**config.mk**
```make
export PLATFORM = sky130hd
export DESIGN_NAME = mem_arbiter_flat
export DESIGN_NICKNAME = d
export VERILOG_FILES = /design/src/rtl/mem_arbiter_if.sv /design/src/rtl/mem_arbiter.sv /design/src/flat_wrapper.sv
export SDC_FILE = /design/constraint.sdc
export NUM_CORES = 1
export LEC_CHECK = 0
export CORE_AREA = 4 4 115 117
export CTS_CLUSTER_SIZE = 25
export DETAILED_ROUTE_END_ITERATION = 8
export DIE_AREA = 0 0 119 121
export PLACE_DENSITY = 0.76
export SKIP_CTS_REPAIR_TIMING = 1
export SLEW_MARGIN = 20
export SYNTH_ARGS = -nofsm -noshare
export SYNTH_HDL_FRONTEND = slang
export SYNTH_SLANG_ARGS = --single-unit
```
**constraint.sdc**
```tcl
create_clock -name clock -period 2.07 [get_ports clock]
set_input_delay 0.414 -clock clock [delete_from_list [all_inputs] [get_ports clock]]
set_output_delay 0.414 -clock clock [all_outputs]
set_load 0.02 [all_outputs]
```
**src/rtl/mem_arbiter_if.sv**
```systemverilog
// rtl/mem_arbiter_if.sv - Avalon-MM request/response bundle for one side of the arbiter
interface mem_arbiter_if #(
    parameter int ADDR_W = 26,
    parameter int DATA_W = 32
);
    logic [ADDR_W-1:0]   address;
    logic                read;
    logic                write;
    logic [DATA_W/8-1:0] byteenable;
    logic [DATA_W-1:0]   writedata;
    logic                lock;
    logic                waitrequest;
    logic [DATA_W-1:0]   readdata;
    logic                readdatavalid;

    modport master (
        output address, read, write, byteenable, writedata, lock,
        input  waitrequest, readdata, readdatavalid
    );

    modport slave (
        input  address, read, write, byteenable, writedata, lock,
        output waitrequest, readdata, readdatavalid
    );
endinterface

```
**src/rtl/mem_arbiter.sv**
```systemverilog
// rtl/mem_arbiter.sv - two-port round-robin Avalon-MM arbiter with lock and read-tag routing
module mem_arbiter #(
    parameter int ADDR_W      = 26,
    parameter int DATA_W      = 32,
    parameter int MAX_PENDING = 4
) (
    input  logic          clock,
    input  logic          reset,
    mem_arbiter_if.slave  m0,
    mem_arbiter_if.slave  m1,
    mem_arbiter_if.master s,
    output logic          protocol_err
);
    localparam int PTR_W = $clog2(MAX_PENDING);

    typedef enum logic {S_IDLE, S_OWN} state_t;

    state_t           state, state_next;
    logic             owner, owner_next;
    logic             last, last_next;
    logic [PTR_W:0]   pend_cnt;
    logic [PTR_W-1:0] wr_ptr, rd_ptr;
    logic             tag_mem [MAX_PENDING];

    logic req0, req1;
    logic o_read, o_write, o_lock;
    logic read_block, active, complete, push, pop;

    assign req0       = m0.read | m0.write;
    assign req1       = m1.read | m1.write;
    assign o_read     = owner ? m1.read  : m0.read;
    assign o_write    = owner ? m1.write : m0.write;
    assign o_lock     = owner ? m1.lock  : m0.lock;
    assign read_block = o_read && (pend_cnt == (PTR_W+1)'(MAX_PENDING));
    // Outputs are forced quiet while reset is held, whatever state is still registered.
    assign active     = reset && (state == S_OWN);

    always_comb begin
        s.address      = '0;
        s.read         = 1'b0;
        s.write        = 1'b0;
        s.byteenable   = '0;
        s.writedata    = '0;
        s.lock         = 1'b0;
        m0.waitrequest = 1'b1;
        m1.waitrequest = 1'b1;
        if (active) begin
            s.address    = owner ? m1.address    : m0.address;
            s.byteenable = owner ? m1.byteenable : m0.byteenable;
            s.writedata  = owner ? m1.writedata  : m0.writedata;
            s.read       = o_read & ~read_block;
            s.write      = o_write;
            s.lock       = o_lock;
            if (owner) m1.waitrequest = s.waitrequest | read_block;
            else       m0.waitrequest = s.waitrequest | read_block;
        end
    end

    assign complete = (s.read | s.write) & ~s.waitrequest;
    assign push     = s.read & ~s.waitrequest;
    assign pop      = reset & s.readdatavalid & (pend_cnt != '0);

    assign m0.readdata      = s.readdata;
    assign m1.readdata      = s.readdata;
    assign m0.readdatavalid = pop & ~tag_mem[rd_ptr];
    assign m1.readdatavalid = pop &  tag_mem[rd_ptr];

    always_comb begin
        state_next = state;
        owner_next = owner;
        last_next  = last;
        case (state)
            S_IDLE: begin
                if (req0 | req1) begin
                    state_next = S_OWN;
                    owner_next = (req0 & req1) ? ~last : req1;
                    last_next  = owner_next;
                end
            end
            S_OWN: begin
                if ((complete & ~o_lock) | (~o_read & ~o_write & ~o_lock))
                    state_next = S_IDLE;
            end
            default: state_next = S_IDLE;
        endcase
    end

    always_ff @(posedge clock) begin
        if (!reset) begin
            state        <= S_IDLE;
            owner        <= 1'b0;
            last         <= 1'b0;
            pend_cnt     <= '0;
            wr_ptr       <= '0;
            rd_ptr       <= '0;
            protocol_err <= 1'b0;
        end else begin
            state <= state_next;
            owner <= owner_next;
            last  <= last_next;
            if (push) wr_ptr <= wr_ptr + 1'b1;
            if (pop)  rd_ptr <= rd_ptr + 1'b1;
            case ({push, pop})
                2'b10:   pend_cnt <= pend_cnt + 1'b1;
                2'b01:   pend_cnt <= pend_cnt - 1'b1;
                default: pend_cnt <= pend_cnt;
            endcase
            if (s.readdatavalid && (pend_cnt == '0)) protocol_err <= 1'b1;
        end
    end

    // Tag storage needs no reset: entries are only read behind a valid pend_cnt.
    always_ff @(posedge clock) begin
        if (push) tag_mem[wr_ptr] <= owner;
    end
endmodule

```
**src/flat_wrapper.sv**
```systemverilog
// flat-port wrapper written by rule: the top's interface ports become plain ports
module mem_arbiter_flat 
#(
    parameter int ADDR_W      = 26,
    parameter int DATA_W      = 32,
    parameter int MAX_PENDING = 4
)
  (clock, reset, protocol_err, m0_address, m0_read, m0_write, m0_byteenable, m0_writedata, m0_lock, m0_waitrequest, m0_readdata, m0_readdatavalid, m1_address, m1_read, m1_write, m1_byteenable, m1_writedata, m1_lock, m1_waitrequest, m1_readdata, m1_readdatavalid, s_address, s_read, s_write, s_byteenable, s_writedata, s_lock, s_waitrequest, s_readdata, s_readdatavalid);
  mem_arbiter_if #(.ADDR_W(ADDR_W), .DATA_W(DATA_W)) m0_i ();
  mem_arbiter_if #(.ADDR_W(ADDR_W), .DATA_W(DATA_W)) m1_i ();
  mem_arbiter_if #(.ADDR_W(ADDR_W), .DATA_W(DATA_W)) s_i ();
  input  logic clock;
  input  logic reset;
  output logic protocol_err;
  input wire logic [$bits(m0_i.address)-1:0] m0_address;
  input wire logic [$bits(m0_i.read)-1:0] m0_read;
  input wire logic [$bits(m0_i.write)-1:0] m0_write;
  input wire logic [$bits(m0_i.byteenable)-1:0] m0_byteenable;
  input wire logic [$bits(m0_i.writedata)-1:0] m0_writedata;
  input wire logic [$bits(m0_i.lock)-1:0] m0_lock;
  output wire logic [$bits(m0_i.waitrequest)-1:0] m0_waitrequest;
  output wire logic [$bits(m0_i.readdata)-1:0] m0_readdata;
  output wire logic [$bits(m0_i.readdatavalid)-1:0] m0_readdatavalid;
  input wire logic [$bits(m1_i.address)-1:0] m1_address;
  input wire logic [$bits(m1_i.read)-1:0] m1_read;
  input wire logic [$bits(m1_i.write)-1:0] m1_write;
  input wire logic [$bits(m1_i.byteenable)-1:0] m1_byteenable;
  input wire logic [$bits(m1_i.writedata)-1:0] m1_writedata;
  input wire logic [$bits(m1_i.lock)-1:0] m1_lock;
  output wire logic [$bits(m1_i.waitrequest)-1:0] m1_waitrequest;
  output wire logic [$bits(m1_i.readdata)-1:0] m1_readdata;
  output wire logic [$bits(m1_i.readdatavalid)-1:0] m1_readdatavalid;
  output wire logic [$bits(s_i.address)-1:0] s_address;
  output wire logic [$bits(s_i.read)-1:0] s_read;
  output wire logic [$bits(s_i.write)-1:0] s_write;
  output wire logic [$bits(s_i.byteenable)-1:0] s_byteenable;
  output wire logic [$bits(s_i.writedata)-1:0] s_writedata;
  output wire logic [$bits(s_i.lock)-1:0] s_lock;
  input wire logic [$bits(s_i.waitrequest)-1:0] s_waitrequest;
  input wire logic [$bits(s_i.readdata)-1:0] s_readdata;
  input wire logic [$bits(s_i.readdatavalid)-1:0] s_readdatavalid;
  assign m0_i.address = m0_address;
  assign m0_i.read = m0_read;
  assign m0_i.write = m0_write;
  assign m0_i.byteenable = m0_byteenable;
  assign m0_i.writedata = m0_writedata;
  assign m0_i.lock = m0_lock;
  assign m0_waitrequest = m0_i.waitrequest;
  assign m0_readdata = m0_i.readdata;
  assign m0_readdatavalid = m0_i.readdatavalid;
  assign m1_i.address = m1_address;
  assign m1_i.read = m1_read;
  assign m1_i.write = m1_write;
  assign m1_i.byteenable = m1_byteenable;
  assign m1_i.writedata = m1_writedata;
  assign m1_i.lock = m1_lock;
  assign m1_waitrequest = m1_i.waitrequest;
  assign m1_readdata = m1_i.readdata;
  assign m1_readdatavalid = m1_i.readdatavalid;
  assign s_address = s_i.address;
  assign s_read = s_i.read;
  assign s_write = s_i.write;
  assign s_byteenable = s_i.byteenable;
  assign s_writedata = s_i.writedata;
  assign s_lock = s_i.lock;
  assign s_i.waitrequest = s_waitrequest;
  assign s_i.readdata = s_readdata;
  assign s_i.readdatavalid = s_readdatavalid;
  mem_arbiter #(.ADDR_W(ADDR_W), .DATA_W(DATA_W), .MAX_PENDING(MAX_PENDING)) u_core (.clock(clock), .reset(reset), .m0(m0_i), .m1(m1_i), .s(s_i), .protocol_err(protocol_err));
endmodule
```
Word level (Yosys, flattened, before mapping):

Memories as Yosys holds them, arrays and structs flattened. A register that Yosys moved wholly into a read port is not among the register bits.
Cells that the tools add are included.

* register bits: 10
* memory bits (writable): 4
* input bits: 166
* output and inout port bits: 134
* word-level logic and storage cells: 71
* memories: 1

Memories
* u_core.tag_mem: depth 4, width 1, read ports 1, clocked after Yosys merged registers in 1, write ports 1, RTL line mem_arbiter.sv:23 `logic tag_mem [MAX_PENDING];`

* add/subtract/negate cells: 4
* eq/ne operators: 3
* multiplexer cells: 25
* bitwise operators: 25
* reduce and logical (&&, ||, !) cells: 7

Operators with widths (count)
* 32-bit two-way mux: 2
* 26-bit two-way mux: 2
* 1-bit two-way mux: 15
* 1-bit AND: 11
* 4-bit two-way mux: 2
* 1-bit NOT: 8
* 1-bit bitwise OR: 6
* 3-bit case mux with 2 select lines: 1
* 2-bit by 1-bit adder with 2-bit output, second input constant: 2
* 2-bit two-way mux: 2
* 3-bit by 1-bit adder with 3-bit output, second input constant: 1
* 3-bit equality test, second input constant: 1
* 1-bit logical AND: 3
* 3-bit zero test: 1
* 3-bit nonzero test: 1
* 3-bit by 1-bit subtractor with 3-bit output, second input constant: 1
* 2-bit by 1-bit equality test with 1-bit output, second input constant: 1
* 2-bit equality test, second input constant: 1
* 1-bit case mux with 2 select lines: 1
* 2-bit AND reduction: 1
* 2-bit nonzero test: 1

Logic depth before layout (Yosys ltp):

Gate-level depths: netlist of the first run.

* depth after elaboration: 11
* depth in mapped cells: 10
* depth with buffers taken out: 9

Worst setup path before layout of the first run:

Ideal clock, no wire load.

* path kind: register to register
* start: register u_core.owner
* end: register u_core.pend_cnt[2]
* setup time: 0.076 ns
* data arrival time: 2.196 ns
* data required time: 1.994 ns
* setup slack: -0.201 ns
* cell stages (with the launch flop): 11
* buffers on the path: 1
* clock period less this slack: 2.271 ns
* cell sequence: dfxtp_1 > buf_2 > mux2i_1 > nor4_2 > inv_1 > ha_1 > inv_1 > fa_1 > xor2_1 > or3_1 > a21boi_0

* cells in the longest elaborated chain, start to end: 8
* elaborated cells between the ends (all ways): 10
* classes of those cells: 2 x eq/ne; 3 x mux; 3 x bitwise; 2 x reduce/logical

Ends and longest elaborated chain
* start, declared: RTL line mem_arbiter.sv:19 `logic owner, owner_next;`
* start signal, assigned: RTL line mem_arbiter.sv:99 `owner <= owner_next;`
* 1-bit two-way mux (*): RTL line mem_arbiter.sv:31 `assign o_read = owner ? m1.read : m0.read;`
* 1-bit logical AND: RTL line mem_arbiter.sv:34 `assign read_block = o_read && (pend_cnt == (PTR_W+1)'(MAX_PENDING));`
* 1-bit NOT: RTL line mem_arbiter.sv:51 `s.read = o_read & ~read_block;`
* 1-bit AND (*): RTL line mem_arbiter.sv:51
* 1-bit two-way mux (*): RTL line mem_arbiter.sv:47 `if (active) begin`
* 1-bit AND (*): RTL line mem_arbiter.sv:60 `assign push = s.read & ~s.waitrequest;`
* 2-bit by 1-bit equality test with 1-bit output / 2-bit equality test (equally long branches): RTL line mem_arbiter.sv:103 `case ({push, pop})`
* 3-bit case mux with 2 select lines / 2-bit nonzero test (equally long branches)
* end signal, assigned: RTL line mem_arbiter.sv:104 `2'b10: pend_cnt <= pend_cnt + 1'b1;`
* end signal, assigned: RTL line mem_arbiter.sv:105 `2'b01: pend_cnt <= pend_cnt - 1'b1;`
* end signal, assigned: RTL line mem_arbiter.sv:106 `default: pend_cnt <= pend_cnt;`
* end, declared: RTL line mem_arbiter.sv:21 `logic [PTR_W:0] pend_cnt;`

Mark *: on every way between the ends. The rest lies on a longest branch, timed or not.
A chain may end at the register's enable or synchronous reset.

Worst setup path after layout of the first run:

* start: register u_core.pend_cnt[1]
* end: register u_core.pend_cnt[2]

* cells in the longest elaborated chain, start to end: 8
* elaborated cells between the ends (all ways): 14
* classes of those cells: 2 x add/sub; 3 x eq/ne; 2 x mux; 4 x bitwise; 3 x reduce/logical

Ends and longest elaborated chain (RTL line)
* 3-bit equality test: mem_arbiter.sv:34
* 1-bit logical AND: mem_arbiter.sv:34
* 1-bit NOT: mem_arbiter.sv:51
* 1-bit AND: mem_arbiter.sv:51
* 1-bit two-way mux: mem_arbiter.sv:47
* 1-bit AND: mem_arbiter.sv:60
* 2-bit by 1-bit equality test with 1-bit output / 2-bit equality test (equally long branches): mem_arbiter.sv:103
* 3-bit case mux with 2 select lines / 2-bit nonzero test (equally long branches)

Parallel ways exist; a longest one is shown, timed or not.

==> results of run 1 <==
[Yosys cell counts (all sizes together)]
master and count:
a2111o 1, a211oi 2, a21boi 2, a21oi 1
and2 9, buf 78, clkbuf 2, dfxtp 12
edfxtp 4, fa 1, ha 5, inv 8
mux2 1, mux2i 67, mux4 1, nand2 9
nand3 1, nor2 67, nor2b 2, nor3 2
nor3b 1, nor4 2, nor4bb 1, o21ai 5
o21bai 1, o311ai 1, or3 2, or4 1
xnor2 2, xor2 1
[area by class of cell]
type	instances	area [um^2]
Timing Repair Buffer	233	2460
Multi-Input combinational cell	188	1400
Tap cell	172	215
Clock buffer	3	75.1
Clock inverter	1	3.75
Fill cell	1222	7820
Inverter	8	30.0
Sequential cell	16	368
[path summary, 6_finish.rpt]
kind / start / endpoint / slack, ns / cells past startpoint
hold / removal: u_core.rd_ptr[1] / u_core.rd_ptr[1] / 0.48 / 1
hold reg to reg: u_core.rd_ptr[1] / u_core.rd_ptr[1] / 0.48 / 1
setup / recovery: u_core.pend_cnt[1] / u_core.pend_cnt[2] / 0.004 / 9
setup reg to reg: u_core.pend_cnt[1] / u_core.pend_cnt[2] / 0.004 / 9
[power by group]
part | total (mW) | switching (mW) | internal [mW]
clock network | 0.371 | 0.115 | 0.256
logic | 0.861 | 0.352 | 0.509
registers | 0.346 | 0.0123 | 0.333
[kinds of logic after synthesis]
| logic type | after synthesis | synth area share [%] |
|---|---|---|
| flip-flops | 16 | 15.6 |
| AND/OR/NAND/NOR | 97 | 19.2 |
| AO/OA/AOI/OAI | 13 | 4.12 |
| adder cells (fa/ha/maj) | 6 | 3.58 |
| multiplexers | 69 | 30.5 |
| buffers and inverters | 88 | 25.9 |
| XOR/XNOR | 3 | 1.14 |
[routing by layer]
| metal | vias up | part of all wire (%) |
|---|---|---|
| met1 | 1101 | 34 |
| li1 | 1219 | - |
| met2 | 147 | 51 |
| met5 | - | 0 |
| met4 | 0 | 2.7 |
| met3 | 30 | 12 |
[worst max-delay path: cells and delay by family, from the launching register on]
family / cells / cell delay [ns]
simple gates: 3 / 0.73
fa+ha+maj: 2 / 0.51
flops: 1 / 0.33
xor+xnor: 1 / 0.15
compound gates: 1 / 0.15
buf+inv: 2 / 0.11
[per-stage QoR]
step	TNS (ns)	total power, mW	std cells
detailed placement	-29.02	1.23	614
global placement	-27.80	1.21	614
CTS	-28.76	1.61	618
floorplan	0	0.914	292
global route	-0.0760	1.66	621
finish	0	1.58	621
==> results.txt, run 1 <==
Number of hold-slack violations in the final timing report: 0. The worst path in the final design needs a cycle of 2.07 ns, including I/O delays and setup. Dividing the detail-routed wire length by the instance count gives 14.0 um.

The power density relative to cell area was 347 nW/um^2. The flow ran to the end, and the final reports show no timing, DRC or antenna violations. The path class of the tightest hold or removal check is reg2reg. Type of the setup path with the least slack: reg2reg.

The met3 capacity usage during global routing came out at 4.06%. After synthesis, the largest area contributor takes up 29.0% of total cell area. After detailed placement, the total cell area comes to 4250 um^2. Final hold analysis gives a worst-case slack of 0.483 ns. The logs give 36.8% for the utilization after layout and 33 for the number of different library cells in the post-synthesis netlist. The worst-path maximum fanout was 3. The effective utilization at floorplan was 18.7%; the length of the first detailed-routing pass in iterations was 4. The slowest stage of the critical path is the sky130_fd_sc_hd__or3_1 cell. The worst path uses 99.8% of the clock period.

In the global route stage, met1 resource usage came out at 10.9%. The number of nets still failing antenna checks after routing was 0; the die width was 119 um. The vertical die dimension works out to 121 um. The first global-routing pass estimated 12200 um of wire. Kind of end point of the critical path: a register. In this run the most used layer during global routing was met2. The cell at the root of the clock tree was sky130_fd_sc_hd__clkbuf_16.

In the final design database the tool counted 622 nets. The post-synthesis cell type with the largest combined area is sky130_fd_sc_hd__mux2i_1. The library cells used most frequently in the layout, excluding fill and tap cells, are sky130_fd_sc_hd__clkdlybuf4s50_1, sky130_fd_sc_hd__dlymetal6s2s_1, sky130_fd_sc_hd__nor2_1. In this run the tightest slew margin relative to its limit is 74.6%. The highest clock frequency the design can meet came out at 0.484 GHz.

Latest clock arrival within the worst-skew pair: 0.24 ns. The most common cell after layout, fill and taps aside is sky130_fd_sc_hd__clkdlybuf4s50_1. Setup violations remaining at the end of the flow were counted as 0. The number of ports placed on the die boundary was 300.

The fraction of met2 tracks used by global routing was 18.3%; the floorplan die area was 14400 um^2. The post-route netlist has 11.6% of its cells at a drive strength greater than 1. The cell area after layout came out at 4550 um^2. In the global route stage, overall resource usage came out at 10.1%. Counting along the longest clock path gives a buffer depth of 2. For this block, the initial DRC count from the detailed router was 74. The critical path goes through nor3b_4, nor4_4, inv_1, ha_2, inv_2, fa_2, xor2_1, or3_1, a21boi_1. The number of nets handed over by synthesis was 464.

At the end of routability-driven placement, the weighted congestion stood at 0.750. The count of pins over their slew limit was 0. The run gives 2552 as the number of global-route vias before repair. For this block, the via count after detailed routing is 2497. The average instance in the mapped netlist occupies 7.91 um^2. Across all setup checks in the final design, the least slack found is 0.00436 ns. The total number of yosys warnings came out at 0. The number of clock sinks seen by CTS is 16.

The analysis attributes to cell leakage a power of 2.75 nW. Summing the sequential cell areas from Yosys gives 15.6% of the chip area. For the worst path required time, the log shows 2.23 ns.

Data on the critical path arrives at its endpoint at 2.23 ns. For the pin with the worst max-slew slack, the measured transition is 0.377 ns. The region available for standard cell placement spans 12400 um^2. STA classifies the critical path startpoint as a register. Summed over all layers, the routed wires come to 8690 um. Summed over all layers, the global routing overflow is 0.

Timing analysis after detailed placement gives a worst setup slack of -0.485 ns. For this run, the slowest stage of the critical path takes 0.36 ns. The synthesized flop and latch total was 16.

Number of H-tree levels: 1. The logs give 3 for the TritonCTS buffer count and 0 for the max-capacitance violation count. Relative to the synthesized area, the layout overhead comes to 96.9%. Worst clock skew: 0.00326 ns.

Row generation in the floorplan step produced 41 rows. The number of buffers inserted by port buffering was 203. Largest net degree at the start of global routing: 37. Setup repair after global routing could not meet its margin everywhere.

The initial antenna violation count was 0; the number of inserted diodes was 0. Number of DRC violations after detailed routing: 0. Sorting the synthesized cells by area gives the leading types as sky130_fd_sc_hd__mux2i_1, sky130_fd_sc_hd__buf_4, sky130_fd_sc_hd__nor2_1.

After clock tree synthesis, the clock-pin slew on the worst setup and hold paths is 0.05 ns. Using the TritonRoute via totals, the vias-per-cell ratio works out to 4.02. The count of mapped cells out of synthesis was 292; the peak ir drop on the vdd network was 193 uV. The run gives 7200 um as the half-perimeter wire length after placement. TritonCTS built the clock tree. Cell area after synthesis: 2310 um^2.
No activity file was read; power rests on OpenSTA's default activity.
==> run 2: changes to the inputs <==
Settings changed: PLACE_DENSITY 0.76 to 0.73.
Clock period 2.07 ns to 2.2 ns, I/O delays scaled along.
==> run 2 against run 1 <==
Net effect: cell area hardly changed; via count rose by 1.1%; clock-buffer cell count unchanged; clock power down 5.7%; first-iteration DRC count fell by 39%; global-route usage rose by 0.77 points; die area unchanged; hold slack got worse by 0.026 ns; critical path depth increased by 1; highest routed layer unchanged.
==> results.txt, run 2 (synthesis gave the netlist of run 1 again) <==
The flow ran to the end, and the final reports show no timing, DRC or antenna violations. The type of the setup path with the least slack was reg2reg. The cell row count was 41. The final critical path takes up 98.6% of the cycle. After routing, the total negative slack on setup checks comes to 0 ns.

Detailed placement finished with a half-perimeter wire length of 7690 um. STA classifies the critical path endpoint as a register. After detailed routing, the average wire length per cell comes to 14.5 um.

The worst clock skew came out at 0.00684 ns. In this run the critical register-to-register path is captured at u_core.pend_cnt[2]. For this design the ratio of total power to cell area is 327 nW/um^2. Derived from the worst setup path, the maximum achievable clock frequency is 0.461 GHz. The run gives 12800 um as the global-route wire length before repair. Once the floorplan was initialized, standard cells occupied 18.7% of the core.

Number of fill cells: 1248. The total core area was 12400 um^2; the floorplan die area was 14400 um^2. Clock-pin slew was measured on the worst setup and hold paths at 0.05 ns. The number of placed instances, taps included, is 614. The run gives 4250 um^2 as the cell area reported after detailed placement. Internal power comes to 1.03 mW. The first detailed-routing pass ran for 6 iterations. The max-capacitance violation count is 0, and the register area is 374 um^2. The switching power of the nets is 456 uW. In this run the deepest clock path goes through 2 buffers. Number of nets at the end of the flow: 621. The worst reg-to-reg path cell count was 10; the initial antenna violation count was 0. The cell at the root of the clock tree is sky130_fd_sc_hd__clkbuf_16. The worst-case IR drop observed on VDD is 222 uV.

The congestion estimate from routability-driven global placement came to 0.717. STA puts the critical path data required time at 2.37 ns. TritonCTS built the clock tree.

In this run the worst setup path begins at u_core.pend_cnt[1]. In this run, flip-flops and latches consume 21.9% of the power. The fraction of final layout cells sized beyond drive strength 1 was 11.2%.

The die width was 119 um. The clock period minus worst slack is 2.17 ns. For the worst-skew pair, the clock arrives at the later sink with an insertion delay of 0.24 ns. The tightest slew margin relative to the limit is 76.1%, and the worst hold slack is 0.456 ns. Of the total power, the share spent switching nets is 30.6%.

The most common cell after layout, fill and taps aside was sky130_fd_sc_hd__clkdlybuf4s50_1. Clock tree synthesis found a total of 16 sinks. The startpoint identified for the worst register-to-register timing path is u_core.pend_cnt[1]. The transition time at the pin with the least slew margin was 0.356 ns; the post-detailed-route via-to-cell ratio was 4.07. The type of origin of the critical path is a register. In this run the worst hold path is classified as reg2reg. The number of DRC violations after detailed-routing iteration 0 came out at 45. The clock network burns 23.5% of the power. Compared with the post-synthesis result, the final layout area differs by 97.1%. In the routed design, unresolved DRC markers number 0. Summed over all layers, the global routing overflow is 0.

In this run the register-to-register setup slack is 0.03 ns. The total wirelength of the detailed-routed design is 8990 um. The run gives 0 as the number of nets still failing antenna checks after routing. Setup violations remaining at the end of the flow were counted as 0. Number of inserted diodes: 0. Data arrives at the worst endpoint at 2.34 ns.

The number of ports placed on the die boundary is 300, and the number of buffers inserted by port buffering is 203. Cell area after layout: 4550 um^2. The number of global-route vias before repair was 2666; the vertical die dimension was 121 um. The worst-path maximum fanout came out at 5.

The tools report the worst setup path endpoint as u_core.pend_cnt[2]. The global routing usage summed across all routing layers is 10.9%. The total area of multi-input combinational cells was 1400 um^2. Combinational logic burns 54.6% of the power.

Once layout is complete, the cells apart from fillers number 620. The tools report the via count as 2524. Setup repair after global routing could not meet its margin everywhere. The tools report the number of hold-slack violations in the final timing report as 0.

The run gives 1 as the number of H-tree levels. The run gives 0 as the count of pins over their slew limit. Entering global routing, the biggest net connects 48 pins.

The analysis attributes to cell leakage a power of 2.72 nW. The top cell types in the final layout, fill and taps aside, are sky130_fd_sc_hd__clkdlybuf4s50_1, sky130_fd_sc_hd__dlymetal6s2s_1, sky130_fd_sc_hd__nor2_1. The tools report the TritonCTS buffer count as 3.
-- run 2: changes by cell type in the layout (fill, tap and decap cells not counted), sizes merged --
cell           before  now
clkbuf              6    4
clkdlybuf4s50     129  131
dlymetal6s2s       71   70
-- run 2: final cells by class --
type,instances,area share (%)
Timing Repair Buffer,232,54.0
Multi-Input combinational cell,188,30.6
Sequential cell,16,8.22
Tap cell,172,4.73
Clock buffer,3,1.65
Inverter,8,0.660
Clock inverter,1,0.0825
-- run 2: worst min path at each step --
stage,startpoint,to,slack (ns),cells past startpoint
6_report,u_core.rd_ptr[1],u_core.rd_ptr[1],0.46,1
4_1_cts,u_core.rd_ptr[1],u_core.rd_ptr[1],0.46,1
3_5_place_dp,u_core.rd_ptr[1],u_core.rd_ptr[1],0.46,1
2_1_floorplan,u_core.rd_ptr[1],register,0.43,1
5_1_grt,u_core.rd_ptr[1],register,0.49,1
3_3_place_gp,u_core.rd_ptr[1],u_core.rd_ptr[1],0.44,1
-- run 2: power by group through the flow --
stage,combinational (mW),sequential (mW),clock (mW)
after global routing,0.871,0.328,0.374
after floorplan,0.528,0.329,0
final,0.814,0.327,0.350
after detailed placement,0.827,0.332,0
after CTS,0.831,0.326,0.358
after global placement,0.815,0.331,0
-- run 2: layer usage --
| layer | part of all wire (%) | global-route usage (%) | vias to the layer above |
|---|---|---|---|
| li1 | - | - | 1224 |
| met1 | 33 | 10.9 | 1122 |
| met2 | 53 | 21.1 | 146 |
| met3 | 11 | 4.01 | 32 |
| met4 | 2.3 | 2.90 | 0 |
| met5 | 0 | 0 | - |
-- run 2: through the flow --
step	worst slack, ns	utilization [%]	power, mW
4_1_cts	-0.458	35.0	1.52
2_1_floorplan	0.0186	-	0.857
6_report	0.0309	36.8	1.49
3_3_place_gp	-0.416	34.3	1.15
5_1_grt	-0.0922	36.8	1.57
3_5_place_dp	-0.528	34.3	1.16
-- run 2: critical path, cell delays in order, from the launching register on --
cell and delay, ns:
sky130_fd_sc_hd__dfxtp_2 0.36, sky130_fd_sc_hd__nor3b_4 0.22, sky130_fd_sc_hd__buf_4 0.15, sky130_fd_sc_hd__nor4_4 0.04, sky130_fd_sc_hd__inv_1 0.06, sky130_fd_sc_hd__ha_2 0.17
sky130_fd_sc_hd__inv_1 0.07, sky130_fd_sc_hd__fa_2 0.39, sky130_fd_sc_hd__xor2_1 0.16, sky130_fd_sc_hd__or3_1 0.33, sky130_fd_sc_hd__a21boi_1 0.13
==> run 3: changes to the inputs <==
Settings changed: SETUP_SLACK_MARGIN set to 0.5.
==> run 3 against run 2 <==
Net effect: total power grew 8.4%; first-iteration DRC count grew 31%; global-route usage is essentially flat; die area is the same; register-to-register slack gained 0.16 ns; critical path depth shrank 1; clock-buffer cell count is the same; sequential cell count is the same; critical path type unchanged.
==> results.txt, run 3 (synthesis gave the netlist of run 1 again) <==
Kind of end point of the critical path: a register. Setup repair after global routing could not meet its margin everywhere. Across all hold checks on the routed design, the worst slack comes to 0.455 ns.

Cell area after layout: 4580 um^2. The logs give 2.17 ns for the arrival time of data at the critical path endpoint and 12900 um for the global-route wire length before repair. Worst clock skew: 0.000786 ns. Derived from the worst setup path, the maximum achievable clock frequency is 0.499 GHz. Number of hold-slack violations in the final timing report: 0. Most common cell after layout, fill and taps aside: sky130_fd_sc_hd__clkdlybuf4s50_1.

Compared with the post-synthesis result, the final layout area differs by 98.3%. The total core area was 12400 um^2. The cell at the root of the clock tree is sky130_fd_sc_hd__clkbuf_16. Detailed placement finished with a half-perimeter wire length of 7710 um.

In this run the deepest clock path goes through 2 buffers. Largest net degree at the start of global routing: 48. The run gives 503 uW as the switching power of the nets. Summed over all layers, the global routing overflow is 0. The floorplan die area came out at 14400 um^2. The power density relative to cell area came out at 353 nW/um^2. The logs give 1 for the number of H-tree levels and 0 for the number of inserted diodes. The analysis attributes to cell leakage a power of 2.00 nW.

Sequential cells burn 20.0% of the power. For the worst setup path, the data required time is 2.37 ns. The proportion of total power due to net switching came out at 31.2%. The worst hold-check path type is reg2reg. After layout, the design draws a total of 1.61 mW. After detailed routing, the number of remaining DRC violations is 0. Summing over every cut layer, the via total after detailed routing is 2597. The number of nets at the end of the flow is 641. The run gives 74.8% as the tightest slew margin relative to the limit.

The logs give 1.11 mW for the internal power of the cells and 0 for the initial antenna violation count. The register-to-register setup slack was 0.20 ns; the length of the first detailed-routing pass in iterations was 4. Count of pins over their slew limit: 0. TritonCTS built the clock tree. After detailed placement, the total cell area comes to 4230 um^2. The number of cells on the worst reg-to-reg path is 9.

In the global route stage, overall resource usage came out at 10.9%. Cell count of the worst hold path: 1. TritonCTS buffer count: 3.

The clock period minus worst slack came out at 2.00 ns. Startpoint of the worst register-to-register path: u_core.pend_cnt[1]. Of the total power, combinational logic draws 58.2%. Cell row count: 41. 300 I/O pins were placed. The tools report the number of clock sinks seen by CTS as 16. Once the floorplan was initialized, standard cells occupied 18.7% of the core. The type of the setup path with the least slack is reg2reg. The post-detailed-route via-to-cell ratio works out to 4.06.

The startpoint identified for the worst hold timing path is u_core.rd_ptr[1]. The number of DRC violations after detailed-routing iteration 0 was 59; the number of buffers inserted by port buffering was 203. The worst register-to-register path ends at u_core.pend_cnt[2]. The worst-case IR drop observed on VDD is 177 uV.

The library cells used most frequently in the layout, excluding fill and tap cells, are sky130_fd_sc_hd__clkdlybuf4s50_1, sky130_fd_sc_hd__nor2_1, sky130_fd_sc_hd__mux2i_1. Total wirelength of the detailed-routed design: 9550 um. The die width is 119 um. The transition time at the pin with the least slew margin works out to 0.375 ns. The type of origin of the critical path is a register. The routability-driven placement congestion ratio came out at 0.802. In this run the worst path has a maximum fanout of 3.

In this run the vertical extent of the chip is 121 um. After clock tree synthesis, the clock-pin slew on the worst setup and hold paths is 0.05 ns. The clock reaches the later pin of the worst-skew pair after 0.24 ns. Of the total power, the clock network draws 21.8%.

Setup violations remaining at the end of the flow were counted as 0. In the final routed layout, each cell accounts on average for 14.9 um. The number of global-route vias before repair came out at 2635. The part of the cycle the worst path needs came out at 91.1%.

The run finished with clean final reports. The number of nets still failing antenna checks after routing is 0, and the max-capacitance violation count is 0. The fraction of final layout cells sized beyond drive strength 1 came out at 32.7%.

The tools report the endpoint of the worst hold-timing path as u_core.rd_ptr[1].
## run 3: changes by cell type in the layout (fill, tap and decap cells not counted), moves of 3 or more
| cell | before | now |
|---|---|---|
| sky130_fd_sc_hd__buf_2 | 0 | 30 |
| sky130_fd_sc_hd__clkbuf_2 | 1 | 9 |
| sky130_fd_sc_hd__clkdlybuf4s50_1 | 131 | 126 |
| sky130_fd_sc_hd__dlymetal6s2s_1 | 70 | 9 |
| sky130_fd_sc_hd__mux2i_2 | 0 | 7 |
| sky130_fd_sc_hd__buf_12 | 3 | 6 |
| sky130_fd_sc_hd__mux2i_1 | 66 | 57 |
| sky130_fd_sc_hd__buf_6 | 1 | 14 |
| sky130_fd_sc_hd__clkbuf_16 | 3 | 6 |
| sky130_fd_sc_hd__buf_4 | 26 | 48 |
| sky130_fd_sc_hd__buf_8 | 0 | 7 |
## run 3: how the worst max path moves through the flow
stage | end | start | cells past startpoint
after floorplan | u_core.pend_cnt[2] | u_core.owner | 10
after global placement | s_lock | reset | 5
after detailed placement | u_core.pend_cnt[2] | reset | 10
after CTS | s_lock | reset | 5
after global routing | u_core.pend_cnt[2] | u_core.pend_cnt[1] | 9
final | u_core.pend_cnt[2] | u_core.pend_cnt[1] | 9
## run 3: routing by layer
metal | routed length (um) | global-route usage [%]
met1 | 3680 | 12.1
met3 | 937 | 3.92
met4 | 172 | 3.04
met5 | 0 | 0
met2 | 4760 | 19.7
## run 3: critical path, stage by stage (launching register included)
cell and delay [ns]:
sky130_fd_sc_hd__dfxtp_4 0.36, sky130_fd_sc_hd__nor3b_4 0.29, sky130_fd_sc_hd__nor4_4 0.09, sky130_fd_sc_hd__inv_2 0.08
sky130_fd_sc_hd__ha_4 0.14, sky130_fd_sc_hd__inv_2 0.04, sky130_fd_sc_hd__fa_2 0.33, sky130_fd_sc_hd__xor2_1 0.15
sky130_fd_sc_hd__or3_1 0.30, sky130_fd_sc_hd__a21boi_1 0.14
## run 3: per-stage QoR
step / util, % / worst slack, ns / cells / setup TNS [ns]
after floorplan: - / 0.179 / 292 / 0
after global placement: 34.2 / -0.406 / 612 / -23.33
after detailed placement: 34.2 / -0.414 / 612 / -24.29
after CTS: 34.8 / -0.401 / 616 / -23.91
after global routing: 37.0 / 0.106 / 640 / 0
final: 37.0 / 0.196 / 640 / 0
## run 3: final cells by class
cell class                      count  area (um^2)
Fill cell                        1286         7780
Timing Repair Buffer              252         2390
Multi-Input combinational cell    188         1490
Sequential cell                    16          377
Tap cell                          172          215
Clock buffer                        3         75.1
Inverter                            8         30.0
Clock inverter                      1         3.75
## run 3: power groups by stage
stage	clock network [mW]	registers, mW	logic, mW
global placement	0	0.334	0.811
floorplan	0	0.330	0.532
finish	0.351	0.323	0.940
detailed placement	0	0.334	0.826
CTS	0.358	0.329	0.828
global route	0.369	0.324	1.00
